[src/rtl/stream_demux4.sv]
// 1-to-4 valid/ready stream demultiplexer with one registered beat slot per destination.
// The destination is locked from a packet's first beat until the beat carrying in_last_i.
//  state     | meaning
//  ST_IDLE   | between packets; destination follows in_sel_i
//  ST_LOCKED | mid-packet; destination held in lock_sel_q
module stream_demux4 #(
   parameter int width = 32
) (
   input  logic                  clock_i,
   input  logic                  reset_i,
   input  logic [width-1:0]      in_data_i,
   input  logic [1:0]            in_sel_i,
   input  logic                  in_last_i,
   input  logic                  in_valid_i,
   output logic                  in_ready_o,
   output logic [3:0][width-1:0] out_data_o,
   output logic [3:0]            out_last_o,
   output logic [3:0]            out_valid_o,
   input  logic [3:0]            out_ready_i,
   output logic                  busy_o,
   output logic [1:0]            cur_sel_o
);

   localparam logic [0:0] ST_IDLE   = 1'b0;
   localparam logic [0:0] ST_LOCKED = 1'b1;

   logic [0:0]            state_q, state_d;
   logic [1:0]            lock_sel_q, lock_sel_d;
   logic [3:0]            valid_q, valid_d;
   logic [3:0]            last_q, last_d;
   logic [3:0][width-1:0] data_q, data_d;
   logic [1:0]            sel;
   logic                  accept;

   assign sel        = (state_q == ST_LOCKED) ? lock_sel_q : in_sel_i;
   // Ready looks only at the selected slot, so a stalled consumer never blocks the others.
   assign in_ready_o = ~valid_q[sel] | out_ready_i[sel];
   assign accept     = in_valid_i & in_ready_o;

   always_comb begin
      valid_d = valid_q & ~out_ready_i;
      last_d  = last_q;
      data_d  = data_q;
      if (accept) begin
         valid_d[sel] = 1'b1;
         last_d[sel]  = in_last_i;
         data_d[sel]  = in_data_i;
      end
   end

   always_comb begin
      state_d    = state_q;
      lock_sel_d = lock_sel_q;
      case (state_q)
         ST_IDLE: begin
            if (accept && !in_last_i) begin
               state_d    = ST_LOCKED;
               lock_sel_d = in_sel_i;
            end
         end
         ST_LOCKED: begin
            if (accept && in_last_i) begin
               state_d = ST_IDLE;
            end
         end
         default: state_d = ST_IDLE;
      endcase
   end

   always_ff @(posedge clock_i or posedge reset_i) begin
      if (reset_i) begin
         state_q    <= ST_IDLE;
         lock_sel_q <= 2'd0;
         valid_q    <= 4'd0;
         last_q     <= 4'd0;
         data_q     <= '0;
      end else begin
         state_q    <= state_d;
         lock_sel_q <= lock_sel_d;
         valid_q    <= valid_d;
         last_q     <= last_d;
         data_q     <= data_d;
      end
   end

   assign out_valid_o = valid_q;
   assign out_last_o  = last_q;
   assign out_data_o  = data_q;
   assign busy_o      = (state_q == ST_LOCKED);
   assign cur_sel_o   = sel;

endmodule

[config.mk]
export PLATFORM = sky130hd
export DESIGN_NAME = stream_demux4
export DESIGN_NICKNAME = d
export VERILOG_FILES = /design/src/rtl/stream_demux4.sv
export SDC_FILE = /design/constraint.sdc
export NUM_CORES = 1
export LEC_CHECK = 0
export ABC_AREA = 1
export CAP_MARGIN = 30
export CORE_MARGIN = 10
export CORE_UTILIZATION = 40
export CTS_CLUSTER_SIZE = 14
export DETAILED_ROUTE_END_ITERATION = 12
export MAX_ROUTING_LAYER = met4
export PLACE_DENSITY = 0.71
export SYNTH_ARGS = -nofsm -noshare
export SYNTH_HDL_FRONTEND = slang
export SYNTH_SLANG_ARGS = --single-unit
[constraint.sdc]
create_clock -name clock_i -period 6.15 [get_ports clock_i]
set_input_delay 1.23 -clock clock_i [delete_from_list [all_inputs] [get_ports clock_i]]
set_output_delay 1.23 -clock clock_i [all_outputs]
set_load 0.03 [all_outputs]
## Word level (Yosys, flattened, before mapping)

Cells that the tools add are included.

| word-level totals | value |
|---|---|
| output and inout port bits | 140 |
| memory bits (writable) | 0 |
| bits in registers | 139 |
| memories kept | 0 |
| bits in latches | 0 |
| logic and storage cells | 37 |
| input bits | 42 |
| memory bits (read-only) | 0 |

| cells by class | value |
|---|---|
| order comparisons | 2 |
| bitwise gates (word level) | 7 |
| add/subtract/negate cells | 0 |
| divide/modulo/power cells | 0 |
| reduce and logical (&&, ||, !) cells | 5 |
| equal/unequal tests | 0 |
| muxes and demuxes | 15 |
| multipliers | 0 |
| shift-type cells | 0 |

Operators by type and width:

| kind | count |
|---|---|
| $bwmux W128 | 1 |
| $demux W32 S2 | 1 |
| $mux W32 | 1 |
| $mux W1 | 5 |
| $and A4 B4 Y4 | 1 |
| $bmux W1 S2 | 2 |
| $bwmux W4 | 1 |
| $mux W4 | 1 |
| $not A4 Y4 | 1 |
| $or A4 B4 Y4 | 1 |
| $logic_and A1 B1 Y1 | 3 |
| $lt A2 B3 Y1 const B | 1 |
| $demux W1 S2 | 1 |
| $ge A2 B1 Y1 const B | 1 |
| $mux W2 | 1 |
| $not A1 Y1 | 2 |
| $pmux W1 S2 | 1 |
| $reduce_and A2 Y1 | 1 |
| $and A1 B1 Y1 | 1 |
| $logic_not A1 Y1 | 1 |
| $or A1 B1 Y1 | 1 |

## Longest topological paths before layout

Gate-level depths: netlist (run 1).

| logic depth | value |
|---|---|
| depth after elaboration | 9 |
| gate-level depth with buffers | 13 |
| depth with buffers taken out | 12 |

## Least setup slack after synthesis (run 1)

No wires, ideal clock.

| path | value |
|---|---|
| path kind | input to output |
| from | in in_sel_i[1] |
| to | out in_ready_o |
| path buffers | 0 |
| arrival | 1.927 ns |
| path slack | 2.993 ns |
| stages | 6 |
| required time | 4.920 ns |
| cell sequence | nand2_1 > nand2_2 > nand3_1 > nand2_1 > nor2_4 > nand2_2 |

| on the way | value |
|---|---|
| longest elaborated chain between the ends | 5 |

Ends and longest elaborated chain:

| item | RTL line | RTL |
|---|---|---|
| start: declaration | 12 | `input logic [1:0] in_sel_i,` |
| $mux W2 * | 35 | `assign sel = (state_q == ST_LOCKED) ? lock_sel_q : in_sel_i;` |
| net cur_sel_o[1] | 21 | `output logic [1:0] cur_sel_o` |
| $bmux W1 S2 | 37 | `assign in_ready_o = ~valid_q[sel] \| out_ready_i[sel];` |
| $mux W1 (not written as such) | 37 |  |
| $not A1 Y1 | 37 |  |
| $or A1 B1 Y1 * | 37 |  |
| end: declaration | 15 | `output logic in_ready_o,` |

Mark *: on every way through the listed nets, which the timed path passes. The rest lies on a longest branch. The select of a mux whose other input is x is not followed.

## Worst setup path after layout (run 1)

| path | value |
|---|---|
| from | in in_sel_i[0] |
| to | out in_ready_o |

| on the way | value |
|---|---|
| longest elaborated chain between the ends | 5 |

Ends and longest elaborated chain:

| item | RTL line |
|---|---|
| $mux W2 * | 35 |
| $bmux W1 S2 | 37 |
| $mux W1 (not written as such) | 37 |
| $not A1 Y1 | 37 |
| $or A1 B1 Y1 * | 37 |

Mark *: on every way between the ends. The rest lies on a longest branch, timed or not. The select of a mux whose other input is x is not followed.

==> results of run 1 <==
[logic make-up after synthesis]
logic type,after synthesis,synth area share [%]
DFF,139,61.9
buffers and inverters,40,5.88
and+or+nand+nor,446,31.5
AOI/OAI and AO/OA,6,0.735
[worst max path at each step]
stage | start | cells after the start | endpoint
global route | in_sel_i[0] | 10 | in_ready_o
detailed placement | in_sel_i[0] | 10 | in_ready_o
global placement | in_sel_i[0] | 10 | in_ready_o
finish | in_sel_i[0] | 10 | in_ready_o
floorplan | reset_i | 1 | asynchronous set/reset pin
CTS | in_sel_i[0] | 10 | in_ready_o
[final cells by class]
cell class                      instances  area share [%]
Clock buffer                           21            5.62
Clock inverter                         11            2.11
Inverter                               16           0.812
Multi-Input combinational cell        452            22.6
Sequential cell                       139            43.4
Tap cell                              180            2.81
Timing Repair Buffer                  182            22.7
[power groups by stage]
stage	sequential, mW	clock [mW]	combinational (mW)
floorplan	2.40	0	0.784
global placement	1.60	0	2.66
detailed placement	1.62	0	2.69
CTS	1.62	1.09	2.70
global route	1.67	1.13	2.87
finish	1.62	1.07	2.66
[per-layer routing]
metal	vias to the layer above	track usage, %	part of all wire [%]
met3	16	7.43	9.0
li1	2253	-	-
met5	-	-	0
met2	178	28.8	47
met1	2314	21.4	42
met4	0	6.33	1.5
[metrics by stage]
step	util [%]	instances	hold WS (ns)	setup WS [ns]
2_1_floorplan	-	631	0.471	1.20
3_3_place_gp	53.5	969	0.453	1.91
3_5_place_dp	53.5	969	0.458	1.84
4_1_cts	58.0	1001	0.472	1.83
5_1_grt	58.0	1001	0.489	1.74
6_report	58.0	1001	0.469	1.82
[synthesized netlist by cell type, drive strengths merged]
cell,instances,area (um2)
nand3,5,25.0
dfrtp,139,3480
nor2,9,71.3
nand4,3,18.8
buf,24,270
o21ai,5,25.0
a21oi,1,16.3
inv,16,60.1
nand2,429,1650
[sequential cells by signal, indices dropped and copies added, names as in the netlist, named ones only]
register,count
out_data_o,128
out_last_o,4
out_valid_o,4
lock_sel_q,2
[critical path: stages]
cell and delay (ns):
clkdlybuf4s50_1 0.56, inv_1 0.06, nand2_1 0.08, nand2_2 0.09
nand2_1 0.07, nand2_1 0.05, nand2_1 0.06, nand2_2 0.08
nand2_2 0.12, clkdlybuf4s50_1 0.69
==> results.toml, run 1 <==
[status]
outcome = "finished, final reports clean"

[sta]
setup_viol = 0
period_share_pct = 70.4
worst_slew_pin_slew_ns = 0.925
max_freq_ghz = 0.231
relSlewSlack_pct = 38.2
rsz0062_at_grt = "false"
skew_ns = 0.0102
layout_min_cycle_time_ns = 4.33
fin_tns_setup_ns = 0
slew_violations = 0
hold_viol = 0

[power_and_ir_drop]
p_seq_share_pct = 30.2
p_int_mw = 3.01
power_density_nw_per_um2 = 667
power_frac_comb_pct = 49.8
switching_share_pct = 43.8
total_power_mw = 5.35
clockPowerShare_pct = 20.0
leakagePower_nw = 4.05
vdd_drop_max_mv = 0.305
p_sw_mw = 2.34

[setup_path]
reg2reg_slack_ns = 3.80
worstSetupPathType = "in2out"
endpoint_kind = "primary output"
cp-start-kind = "input port"
crit_arrival_ns = 3.10
crit_fanout = 5
worstReg2RegEnd = "out_data_o[83]"
reg2reg_depth = 11
cp.required_ns = 4.92

[clocking]
cts_resized = 0
clk_path_buf_depth = 2
htree_levels = 4
cts_inserted_buffers = 17
clk_pin_slew_ns = 0.06
root_buffer = "clkbuf_16"
clk_latency_ns = 0.42
cts_sinks = 139
post_cts.repair.setup_buffers = 0
cts_tree = "done"
holdBufCountCts = 0

[global_route]
grt_pass1_wl_um = 27700
track_usage_pct = 18.5
grt_max_degree = 100
grt_overflow = 0
antenna_found_initial = 0
grt_pass1_vias = 4963

[floorplanning]
coreArea_um2 = 13800
pin_count = 182
die_area_um2 = 19200
dieWidth_um = 139
die_h_um = 139
start_util_pct = 40.6
rows = 43

[run]
cap_violations = 0

[finish]
mostFrequentLayoutCells = "418 x nand2_1, 181 x clkdlybuf4s50_1, 139 x dfrtp_1, 17 x clkbuf_16, 14 x inv_1"
final_area_um2 = 8020
fillers = 1185
nets = 850
diodes = 0
mostFrequentLayoutCell = "nand2_1"
syn_to_final_growth_pct = 42.7
ff_latch_area_um2 = 3480
drive_gt1_share_pct = 5.97
multi_input_area_um2 = 1810

[placed_design]
place_hpwl_um = 11400
dpl_cell_area_um2 = 7400
numPortBuffers = 181
place_congestion = 0.860

[synth]
yosys.cell_types.count = 13
synth_cells = 631
ys_ff_latch = 139
synth_seq_area_share_pct = 61.9
synth_warnings = 0
syn-num-nets = 673
syn-cell-area_um2 = 5620
syn_avg_cell_area_um2 = 8.90

[drt]
drc = 0
vias = 4761
ant_nets = 0
avgViaCountPerCell = 4.76
dr.first_iter.drc_count = 245
drt_wl_total_um = 17100
first_pass_iters = 4
wl_per_cell_um = 17.1

[worst_hold_path]
holdPathStages = 2
worstHoldStart = "out_data_o[37]"
whs_endpoint = "out_data_o[37]"
holdCritPathClass = "reg2reg"
Power figures use the tool's default switching activity.
==> run 2: changes to the inputs <==
--- a/config.mk
+++ b/config.mk
@@ -12,7 +12,7 @@
 export CTS_CLUSTER_SIZE = 14
 export DETAILED_ROUTE_END_ITERATION = 12
 export MAX_ROUTING_LAYER = met4
-export PLACE_DENSITY = 0.71
+export PLACE_DENSITY = 0.74
 export SYNTH_ARGS = -nofsm -noshare
 export SYNTH_HDL_FRONTEND = slang
 export SYNTH_SLANG_ARGS = --single-unit
==> constraint.sdc (replaced) <==
create_clock -name clock_i -period 3.8 [get_ports clock_i]
set_input_delay 0.76 -clock clock_i [delete_from_list [all_inputs] [get_ports clock_i]]
set_output_delay 0.76 -clock clock_i [all_outputs]
set_load 0.03 [all_outputs]
==> run 2 against run 1 <==
First-iteration DRC count up 11%. Highest routed layer unchanged. Final cell count up 0.50%. Flip-flop and latch count unchanged. Count of clock-buffer cells in the layout down 2. Global-route usage down 0.87 points. Critical path depth unchanged. Setup slack worse by 1.4 ns. Die area unchanged. Critical path type unchanged. Non-clock buffer count up 5. Routed wire length down 3.2%. Sequential power up 59%. Largest power group unchanged. Utilization up 0.53 points.
==> results.toml, run 2 (same netlist as run 1, synthesis figures left out) <==
[status]
outcome = "finished, final reports clean"

[setup_path]
crit_fanout = 5
crit_start = "in_sel_i[0]"
critPathMaxStageDelay_ns = 0.68
crit_arrival_ns = 2.57
endpoint_kind = "primary output"
cp_top_family = "buffers and inverters"
worstSetupPathType = "in2out"
worst_path_max_delay_cell = "clkdlybuf4s50_1"
cp-start-kind = "input port"
path_cells = "clkdlybuf4s50_1 -> inv_1 -> nand2_1 -> nand2_2 -> nand2_1 -> nand2_1 -> nand2_1 -> nand2_2 -> nand2_2 -> clkdlybuf4s50_1"
reg2reg_depth = 12
crit_buf_inv = 3
worstReg2RegEnd = "out_data_o[46]"
reg2reg_slack_ns = 1.51
worst_path_most_repeated_cell = "nand2_1"
cp.required_ns = 3.04

[finish]
drive_gt1_share_pct = 6.78
fillers = 1206
mostFrequentLayoutCells = "418 x nand2_1, 181 x clkdlybuf4s50_1, 139 x dfrtp_1, 17 x clkbuf_16, 14 x inv_1"
multi_input_area_um2 = 1810
mostFrequentLayoutCell = "nand2_1"
diodes = 0
ff_latch_area_um2 = 3480
nets = 855
largest_register_ffs = 128
syn_to_final_growth_pct = 44.0
final_util_pct = 58.5

[sta]
period_share_pct = 87.7
fin_tns_setup_ns = 0
rsz0062_at_grt = "false"
layout_min_cycle_time_ns = 3.33
skew_ns = 0.0121
max_freq_ghz = 0.300
relSlewSlack_pct = 45.5
slew_violations = 0
hold_viol = 0
worst_slew_pin_slew_ns = 0.815
setup_viol = 0

[clocking]
clk_path_buf_depth = 2
cts_inserted_buffers = 17
post_cts.repair.setup_buffers = 0
cts_sinks = 139
cts_tree = "done"
clk_pin_slew_ns = 0.06
htree_levels = 4
cts_resized = 0
clk_latency_ns = 0.42
holdBufCountCts = 0
root_buffer = "clkbuf_16"

[drt]
drt_wl_total_um = 16600
wl_per_cell_um = 16.5
drc = 0
first_pass_iters = 4
avgViaCountPerCell = 4.64
vias = 4666
dr.first_iter.drc_count = 272
ant_nets = 0

[power_and_ir_drop]
switching_share_pct = 43.5
p_seq_share_pct = 29.7
leakagePower_nw = 4.09
p_sw_mw = 3.76
power_frac_comb_pct = 50.1
power_density_nw_per_um2 = 1070
p_int_mw = 4.89
vdd_drop_max_mv = 0.568
clockPowerShare_pct = 20.2

[floorplanning]
rows = 43
die_area_um2 = 19200
pin_count = 182
coreArea_um2 = 13800
start_util_pct = 40.6
dieWidth_um = 139
die_h_um = 139

[run]
cap_violations = 0

[placed_design]
place_hpwl_um = 11200
numPortBuffers = 181
place_congestion = 0.806

[global_route]
track_usage_pct = 17.7
grt_pass1_vias = 4684
grt_overflow = 0
antenna_found_initial = 0
grt_max_degree = 65
grt_pass1_wl_um = 26300

[worst_hold_path]
holdCritPathClass = "reg2reg"
holdPathStages = 2
worstHoldStart = "out_data_o[92]"
whs_endpoint = "out_data_o[92]"
-- run 2: changes by cell type in the layout (fill, tap and decap cells not counted), sizes merged --
cell / change
buf: +5
clkbuf: -2
inv: +2
clkinv: +1
clkinvlp: -1
-- run 2: power by group through the flow --
stage	clock network (mW)	registers, mW	logic (mW)
after floorplan	0	3.89	1.27
after global placement	0	2.56	4.34
after detailed placement	0	2.57	4.39
after CTS	1.79	2.57	4.41
after global routing	1.85	2.65	4.65
final	1.75	2.57	4.33
-- run 2: layout make-up --
type / instances / share of cell area [%]
Clock inverter: 13 / 2.34
Timing Repair Buffer: 187 / 23.3
Tap cell: 180 / 2.78
Inverter: 16 / 0.789
Sequential cell: 139 / 43.0
Multi-Input combinational cell: 452 / 22.4
Clock buffer: 19 / 5.47
-- run 2: layer usage --
metal / track usage (%) / vias to the layer above / routed length (um)
met5: - / - / 0
met3: 7.29 / 11 / 1470
met1: 20.5 / 2230 / 6920
li1: - / 2270 / -
met4: 5.16 / 0 / 153
met2: 27.6 / 155 / 8050
-- run 2: worst max path at each step --
stage	to	slack [ns]	cells after the start
6_report	in_ready_o	0.47	10
5_1_grt	in_ready_o	0.35	10
3_3_place_gp	in_ready_o	0.50	10
3_5_place_dp	in_ready_o	0.47	10
4_1_cts	in_ready_o	0.46	10
2_1_floorplan	asynchronous set/reset pin	1.30	1
-- run 2: through the flow --
step / instance area (um2) / total power, mW / cells / setup slack [ns] / hold slack, ns
2_1_floorplan: 5620 / 5.16 / 631 / 1.30 / 0.471
3_3_place_gp: 7460 / 6.90 / 974 / 0.496 / 0.452
3_5_place_dp: 7460 / 6.97 / 974 / 0.465 / 0.457
4_1_cts: 8090 / 8.76 / 1006 / 0.457 / 0.471
5_1_grt: 8090 / 9.16 / 1006 / 0.352 / 0.488
6_report: 8090 / 8.65 / 1006 / 0.467 / 0.465
-- run 2: worst min-delay path: stages, from the launching register on --
cell	delay, ns
dfrtp_1	0.34
nand2_1	0.05
nand2_1	0.04
==> run 3: changes to the inputs <==
--- a/config.mk
+++ b/config.mk
@@ -9,6 +9,7 @@
 export CAP_MARGIN = 30
 export CORE_MARGIN = 10
 export CORE_UTILIZATION = 40
+export CTS_CLUSTER_DIAMETER = 200
 export CTS_CLUSTER_SIZE = 14
 export DETAILED_ROUTE_END_ITERATION = 12
 export MAX_ROUTING_LAYER = met4
==> results of run 3 <==
Final layout, timing and power as in run 2 (identical DEF).
